## src/rtl/bat_bus_loader.sv

```systemverilog
`default_nettype none
// ---------------------------------------------------------------------------
// bat_bus_loader: halts the BatAmateur core and runs host RAM load/dump commands.
// Optional running write checksum: define BAT_LOADER_CHKSUM_EN.   Rev 1.0
// ---------------------------------------------------------------------------
module bat_bus_loader #(
  parameter int DATA_W   = 16,
  parameter int ADDR_W   = 16,
  parameter int MEM_WAIT = 0
) (
  input  logic              clk,
  input  logic              rst,
  input  logic              halt_req,
  input  logic              cpu_idle,
  input  logic              cmd_valid,
  output logic              cmd_ready,
  input  logic [1:0]        cmd_op,
  input  logic [DATA_W-1:0] cmd_data,
  output logic              rsp_valid,
  output logic [DATA_W-1:0] rsp_data,
  output logic              halt,
  output logic [ADDR_W-1:0] addr,
  output logic              ram_en,
  output logic              ram_rw,
  output logic [DATA_W-1:0] bus_out,
  output logic              bus_oe,
  input  logic [DATA_W-1:0] bus_in,
  output logic [DATA_W-1:0] chksum
);

  localparam logic [1:0] OP_SETADDR = 2'b00;
  localparam logic [1:0] OP_WRITE   = 2'b01;
  localparam logic [1:0] OP_READ    = 2'b10;
  localparam logic [1:0] OP_RESUME  = 2'b11;
  localparam logic [3:0] WAIT_LAST  = 4'(MEM_WAIT);

  typedef enum logic [2:0] {
    S_RUN     = 3'd0,
    S_HALTING = 3'd1,
    S_HALTED  = 3'd2,
    S_WRITE   = 3'd3,
    S_READ    = 3'd4
  } state_t;

  state_t      state;
  logic        halt_req_q;
  logic [3:0]  wait_cnt;
  logic        accept;
  logic        access_last;

  assign accept      = cmd_valid && cmd_ready;
  assign access_last = (wait_cnt == WAIT_LAST);

  always_ff @(posedge clk or posedge rst) begin
    if (rst) begin
      state      <= S_RUN;
      // Resetting the history high masks a halt_req that is held through reset.
      halt_req_q <= 1'b1;
      wait_cnt   <= 4'd0;
      halt       <= 1'b0;
      cmd_ready  <= 1'b0;
      rsp_valid  <= 1'b0;
      rsp_data   <= '0;
      addr       <= '0;
      ram_en     <= 1'b0;
      ram_rw     <= 1'b0;
      bus_out    <= '0;
      bus_oe     <= 1'b0;
    end else begin
      halt_req_q <= halt_req;
      rsp_valid  <= 1'b0;
      case (state)
        S_RUN: begin
          if (halt_req && !halt_req_q) begin
            state <= S_HALTING;
            halt  <= 1'b1;
          end
        end
        S_HALTING: begin
          if (cpu_idle) begin
            state     <= S_HALTED;
            cmd_ready <= 1'b1;
          end
        end
        S_HALTED: begin
          if (accept) begin
            case (cmd_op)
              OP_SETADDR: addr <= cmd_data[ADDR_W-1:0];
              OP_WRITE: begin
                state     <= S_WRITE;
                bus_out   <= cmd_data;
                cmd_ready <= 1'b0;
                ram_en    <= 1'b1;
                ram_rw    <= 1'b1;
                bus_oe    <= 1'b1;
                wait_cnt  <= 4'd0;
              end
              OP_READ: begin
                state     <= S_READ;
                cmd_ready <= 1'b0;
                ram_en    <= 1'b1;
                ram_rw    <= 1'b0;
                wait_cnt  <= 4'd0;
              end
              default: begin
                state     <= S_RUN;
                halt      <= 1'b0;
                cmd_ready <= 1'b0;
              end
            endcase
          end
        end
        S_WRITE: begin
          if (access_last) begin
            state     <= S_HALTED;
            cmd_ready <= 1'b1;
            ram_en    <= 1'b0;
            ram_rw    <= 1'b0;
            bus_oe    <= 1'b0;
            addr      <= addr + ADDR_W'(1);
          end else begin
            wait_cnt <= wait_cnt + 4'd1;
          end
        end
        S_READ: begin
          if (access_last) begin
            state     <= S_HALTED;
            cmd_ready <= 1'b1;
            ram_en    <= 1'b0;
            rsp_data  <= bus_in;
            rsp_valid <= 1'b1;
            addr      <= addr + ADDR_W'(1);
          end else begin
            wait_cnt <= wait_cnt + 4'd1;
          end
        end
        default: begin
          state     <= S_RUN;
          halt      <= 1'b0;
          cmd_ready <= 1'b0;
          ram_en    <= 1'b0;
          ram_rw    <= 1'b0;
          bus_oe    <= 1'b0;
        end
      endcase
    end
  end

`ifdef BAT_LOADER_CHKSUM_EN
  logic chk_clear;
  logic chk_add;

  // The top data bit of a SETADDR doubles as the checksum clear request.
  assign chk_clear = (state == S_HALTED) && accept && (cmd_op == OP_SETADDR)
                     && cmd_data[DATA_W-1];
  assign chk_add   = (state == S_WRITE) && access_last;

  always_ff @(posedge clk or posedge rst) begin
    if (rst) begin
      chksum <= '0;
    end else if (chk_clear) begin
      chksum <= '0;
    end else if (chk_add) begin
      chksum <= chksum + bus_out;
    end
  end
`else
  assign chksum = '0;
`endif

endmodule
`default_nettype wire

```

## config.mk

```make
export PLATFORM = sky130hd
export DESIGN_NAME = bat_bus_loader
export DESIGN_NICKNAME = d
export VERILOG_FILES = /design/src/rtl/bat_bus_loader.sv
export SDC_FILE = /design/constraint.sdc
export NUM_CORES = 1
export LEC_CHECK = 0
export CORE_MARGIN = 2
export CORE_UTILIZATION = 49
export DETAILED_ROUTE_END_ITERATION = 7
export PLACE_DENSITY = 0.88
export SYNTH_ARGS = -nofsm -noshare
export SYNTH_HDL_FRONTEND = slang
export SYNTH_SLANG_ARGS = --single-unit
export TNS_END_PERCENT = 20
```

## constraint.sdc

```tcl
create_clock -name clk -period 5.4 [get_ports clk]
set_input_delay 1.08 -clock clk [delete_from_list [all_inputs] [get_ports clk]]
set_output_delay 1.08 -clock clk [all_outputs]
set_load 0.05 [all_outputs]
```

==> results of run 1 <==
## registers in the layout (all words and copies together), names as in the netlist
register	cells
addr	16
bus_oe	1
bus_out	16
cmd_ready	1
halt	1
halt_req_q	1
ram_en	1
ram_rw	1
rsp_data	16
rsp_valid	1
state	3
wait_cnt	4
## power by group through the flow
stage,sequential [uW],clock [uW],combinational [uW]
2_1_floorplan,1540,0,538
3_3_place_gp,885,0,1680
3_5_place_dp,901,0,1710
4_1_cts,898,423,1720
5_1_grt,937,442,1800
6_report,903,414,1720
## metrics by stage
step	setup WS (ns)	total power, uW	instance area [um2]
floorplan	2.780	2078	3287
global placement	2.387	2569	4109
detailed placement	2.231	2616	4109
CTS	2.572	3041	4309
global route	2.237	3183	4309
finish	2.501	3033	4309
## layout make-up
| type | instances | area share [%] |
|---|---|---|
| flip-flops and latches | 62 | 36.03 |
| multi-input cells | 213 | 34.67 |
| repair buffers | 93 | 21.54 |
| clock buffers | 12 | 3.600 |
| well taps | 77 | 2.236 |
| clock inverters | 4 | 1.045 |
| inverters | 10 | 0.8711 |
## kinds of logic (layout without fill, tap and decap cells)
kind of cell	after synthesis	count (layout)	share of synthesized area, %
multiplexers	33	33	12.51
adder cells (fa/ha/maj)	9	9	3.486
AO/OA/AOI/OAI	75	75	15.22
flip-flops	62	62	48.06
other	1	16	0.1161
AND/OR/NAND/NOR	79	79	12.90
buffers and inverters	39	119	7.436
XOR/XNOR	1	1	0.2712
## worst max-delay path, cell delays in order, from the launching register on
cell and delay (ns):
dfrtp_1 0.60, nor3b_2 0.36, a21o_1 0.95, a22oi_2 0.46
a21oi_1 0.26, a2bb2oi_1 0.18
## cells in the mapped netlist (2+ instances only)
cell type / count
buf_4: 19
a2bb2oi_2: 2
a21oi_2: 2
nand2_1: 28
mux2_2: 23
a2bb2oi_1: 2
mux2_4: 9
a21oi_1: 27
a31oi_1: 4
o21ai_1: 5
o31ai_1: 3
nand4_1: 3
o21ai_0: 9
clkbuf_1: 2
a21o_1: 2
buf_2: 6
o22a_1: 3
inv_1: 10
nand2b_1: 3
nor2_1: 17
dfrtp_1: 61
buf_6: 2
nor2b_1: 2
nand3_1: 11
o22ai_1: 6
or3_1: 2
a32o_1: 2
ha_1: 9
nor3b_4: 2
## placed cells by master, fill, tap and decap left out, types with 2 or more instances in the layout
master	n
clkdlybuf4s50_1	92
dfrtp_1	61
nand2_1	28
a21oi_1	27
mux2_2	23
nor2_1	17
conb_1	16
nand3_1	11
clkbuf_8	11
inv_1	9
o21ai_0	9
mux2_4	9
ha_1	9
o22ai_1	6
o21ai_1	5
a31oi_1	4
nand4_1	3
nand2b_1	3
o31ai_1	3
o22a_1	3
clkinv_2	3
nor3b_4	2
a21o_1	2
a21oi_2	2
a2bb2oi_2	2
nor2b_1	2
a32o_1	2
a2bb2oi_1	2
or3_1	2
## final timing paths
check                                  start            to  slack, ns  cells after the start
worst max-delay path                state[2]      addr[11]       2.50                      5
max in group asynchronous                rst       addr[9]       3.59                      3
worst max register to register      state[2]      addr[11]       2.50                      5
worst min-delay path            rsp_data[15]  rsp_data[15]       0.51                      1
min in group asynchronous                rst      addr[15]       1.29                      3
worst min register to register  rsp_data[15]  rsp_data[15]       0.51                      1
## layer usage
layer  global-route usage [%]  vias to the layer above  part of all wire (%)
li1                         -                     1217                     -
met3                    6.809                       14                   8.8
met5                        0                        -                     0
met4                    6.494                        0                   1.5
met1                    27.78                     1267                    40
met2                    36.01                      129                    49
==> summary.md, run 1 <==
| Metric | Value |
|---|---|
| Worst Max-Slew Pin Slew | 1.244 ns |
| CTS root buffer | clkbuf_8 |
| Crit share post-route | 53.68% |
| Final #Nets | 437 |
| Seq cells post-synth | 62 |
| Worst hold path type | reg2reg |
| First-pass GRT wire length | 12.59 mm |
| # placed instances | 455 |
| Sequential fraction of the synthesis area | 48.06% |
| Core ar. | 6350 um2 |
| Comb pwr share | 56.6% |
| Internal | 1546 uW |
| Clock buffer depth | 2 |
| Post-CTS Hold Buffers | 0 |
| CTS Buf Count | 9 |
| Gate count after technology mapping | 299 |
| # port buffers | 92 |
| Fraction of power consumed by sequential logic | 29.8% |
| Max Fanout on Critical Path | 40 |
| Multi-input gate area | 1494 um2 |
| Initial DRT Pass Iterations | 5 |
| Crit end category | flip-flop |
| Number of global-route vias before repair | 2584 |
| Layout cells sized above 1 | 15.74% |
| Post-synth EDFFs | 0 |
| P per Cell Area | 703.8 nW/um2 |
| Critical Path RT | 5.66 ns |
| Std-Cell Rows | 29 |
| Hold slack | 0.5061 ns |
| Syn Area/Cell | 10.80 um2 |
| Max cap viols | 0 |
| Drt wl/cell | 16.17 um |
| Final setup vio count | 0 |
| Final Max Slew Viols | 0 |
| CTS sink count | 62 |
| Clock Power Share | 13.6% |
| F_max | 0.3450 GHz |
| Non-filler instance count after layout | 471 |
| Worst-Skew Late Latency | 0.34 ns |
| Layout overhead on the synthesized area | 33.38% |
| Share of flip-flops with an asynchronous set or reset | 100.0% |
| Post-CTS sizing | 0 |
| Width of the die | 85.20 um |
| GRT overflow | 0 |
| Post-CTS Setup Bufs | 0 |
| Via/cell ratio | 5.577 |
| Die footprint | 7258 um2 |
| Skew final | 0.007885 ns |
| Largest area contributor in the netlist | dfrtp_1 |
| Switching share of power | 49.04% |
| All-Layer GR Usage | 21.86% |
| Maximum VDD drop | 0.4734 mV |
| Main synth FF type | dfrtp_1 |
| Fin. Hold Viols | 0 |
| Reg clk slew, reported paths | 0.07 ns |
| Post-synthesis cell area | 3231 um2 |
| CP Class | reg2reg |
| Layout Utilization | 67.86% |
| Final GP Congestion | 0.8833 |
| Final min period | 2.899 ns |
| DRC errors left | 0 |
| Synth area leaders | dfrtp_1 (47%), mux2_2 (8.0%), buf_4 (4.4%), a21oi_1 (4.2%), mux2_4 (4.2%) |
| Post-route ant nets | 0 |
| Starting DRT DRC Count | 245 |
| Initial antenna violation count | 0 |
| Crit start category | flip-flop |
| WP data arrival | 3.16 ns |
| Sw power | 1487 uW |
| Unrepaired setup endpoints after global routing | false |
| Cell variety after synth | 52 |
| Die span in y | 85.20 um |
| Yosys top cell area share | 47.25% |
| # diodes | 0 |
| Largest net degree at the start of global routing | 63 |
| Syn. warnings | 0 |
| Vias | 2627 |
| Max_slew headroom | 17.10% |
| DPL Wire Length | 5.249 mm |
| I/O pin count | 109 |
| Storage cell area | 1553 um2 |
| H-tree levels | 3 |
| Fin Setup TNS | 0 ns |
| Initial Utilization | 50.88% |
| Fill cells | 481 |
| CTS tree | yes |
| Status | finished, final reports clean |
| Detailed-route wire length | 7.618 mm |
| Pleak | 0.001884 uW |
Power figures use the tool's default switching activity.
==> inputs of run 2 (changes only) <==
Settings changed: CORE_UTILIZATION 49 to 41, PLACE_DENSITY 0.88 to 0.79.
Clock period 5.4 ns to 2.45 ns, I/O delays scaled along.
==> summary.md, run 2 (synthesis gave the netlist of run 1 again) <==
| Metric | Value |
|---|---|
| Status | finished, final reports clean |
| Vias | 2617 |
| Maximum VDD drop | 0.7073 mV |
| Multi-input gate area | 1494 um2 |
| Storage cell area | 1553 um2 |
| Initial Utilization | 42.02% |
| Fin Setup TNS | 0 ns |
| Max Fanout on Critical Path | 8 |
| Non-filler instance count after layout | 502 |
| Core ar. | 7687 um2 |
| Largest delay share family, worst path | buffers and inverters |
| Die span in y | 92.77 um |
| Largest net degree at the start of global routing | 36 |
| GRT met1 Usage | 21.91% |
| Crit end category | primary output |
| Crit path largest cell delay | 0.86 ns |
| Critical Path RT | 1.96 ns |
| Most frequent cells in the layout | clkdlybuf4s50_1 (92), dfrtp_1 (61), nand2_1 (28) |
| Hold path startpoint | rsp_data[14] |
| Final #Nets | 444 |
| WP data arrival | 1.70 ns |
| Reg clk slew, reported paths | 0.07 ns |
| GR Util met3 | 8.218% |
| Die footprint | 8605 um2 |
| Worst path buffer plus inverter count | 1 |
| Levels on crit path | 1 |
| Final setup vio count | 0 |
| Hold Path Stages | 1 |
| Layout overhead on the synthesized area | 36.41% |
| Pleak | 0.001915 uW |
| DP Worst Slack | 0.2126 ns |
| Initial antenna violation count | 0 |
| Unrepaired setup endpoints after global routing | false |
| F_max | 0.4560 GHz |
| Reg2Reg Launch Point | wait_cnt[0] |
| GRT overflow | 0 |
| DPL Wire Length | 5.418 mm |
| Post-CTS Setup Bufs | 0 |
| Post-route ant nets | 0 |
| PnR worst setup slack | 0.2572 ns |
| Layout cells sized above 1 | 17.00% |
| Post-CTS sizing | 0 |
| Worst Max-Slew Pin Slew | 0.6754 ns |
| Width of the die | 92.77 um |
| Via/cell ratio | 5.213 |
| Initial DRT Pass Iterations | 5 |
| Grt met2 use | 27.96% |
| Critical path's slowest cell | clkdlybuf4s50_1 |
| Largest regs | addr (16), bus_out (16), rsp_data (16) |
| Clock buffer depth | 2 |
| Drt wl/cell | 14.79 um |
| Worst hold path type | reg2reg |
| H-tree levels | 3 |
| First-pass GRT wire length | 12.23 mm |
| Crit share post-route | 89.50% |
| # diodes | 0 |
| CTS sink count | 62 |
| Fill cells | 683 |
| Starting DRT DRC Count | 210 |
| # port buffers | 92 |
| Max_slew headroom | 54.62% |
| Setup crit start | addr[8] |
| Crit start category | flip-flop |
| CTS tree | yes |
| R2R depth | 7 |
| I/O pin count | 109 |
| Max cap viols | 0 |
| Worst path cell trace | clkdlybuf4s50_1 |
| DRC errors left | 0 |
| Detailed-route wire length | 7.424 mm |
| Std-Cell Rows | 32 |
| CTS Buf Count | 9 |
| Fin. Hold Viols | 0 |
| GRT Max-Usage Layer | met2 |
| Final Max Slew Viols | 0 |
| Commonest non-fill, non-tap cell in the layout | clkdlybuf4s50_1 |
| Worst-Skew Late Latency | 0.33 ns |
| Number of global-route vias before repair | 2608 |
| CP Class | reg2out |
| Skew final | 0.005341 ns |
| # placed instances | 487 |
| All-Layer GR Usage | 17.85% |
| P per Cell Area | 1513 nW/um2 |
| CTS root buffer | clkbuf_8 |
| Post-CTS Hold Buffers | 0 |
| Total power | 6669 uW |
| Final GP Congestion | 0.8922 |
| Final min period | 2.193 ns |
run 2: cell types whose count changed in the layout (fill, tap and decap cells not counted), sizes merged:
| cell | before | now |
|---|---|---|
| buf | 1 | 8 |
| clkinv | 3 | 2 |
| clkinvlp | 0 | 1 |
| clkbuf | 12 | 11 |
run 2: power by group:
group          switching, uW  leakage (uW)  internal (uW)
clock                    391     0.0000952            489
combinational           2440       0.00107           1430
sequential               406      0.000754           1510
total                   3240       0.00192           3430
run 2: worst paths after layout:
kind | slack (ns) | to
setup / recovery | 0.26 | addr[8]
hold / removal | 0.50 | rsp_data[14]
setup reg to reg | 0.43 | state[1]
hold reg to reg | 0.50 | rsp_data[14]
max in group asynchronous | 1.33 | addr[3]
min in group asynchronous | 0.56 | rsp_data[0]
run 2: metrics by stage:
step	area [um2]	utilization (%)	hold WS (ns)
after floorplan	3287	-	0.4945
after global placement	4218	54.87	0.4874
after detailed placement	4218	54.87	0.4945
after CTS	4407	57.32	0.5094
after global routing	4407	57.32	0.5188
final	4407	57.32	0.5022
run 2: layout make-up:
class                      instances  share of cell area [%]
clock buffer                      11                   3.208
inverter                          10                  0.8518
multi-input combinational        213                   33.90
timing repair buffer             100                   22.83
sequential                        62                   35.24
clock inverter                     4                   1.079
tap                              102                   2.896
run 2: metal layers:
layer,wire (um),part of all wire (%),up-vias
li1,-,-,1230
met1,3082,42,1270
met2,3523,47,105
met3,703,9.5,12
met4,114,1.5,0
met5,0,0,-
==> inputs of run 3 (changes only) <==
Settings changed: SKIP_CTS_REPAIR_TIMING set to 1.
==> results of run 3 <==
Final layout, timing and power as in run 2 (identical DEF).
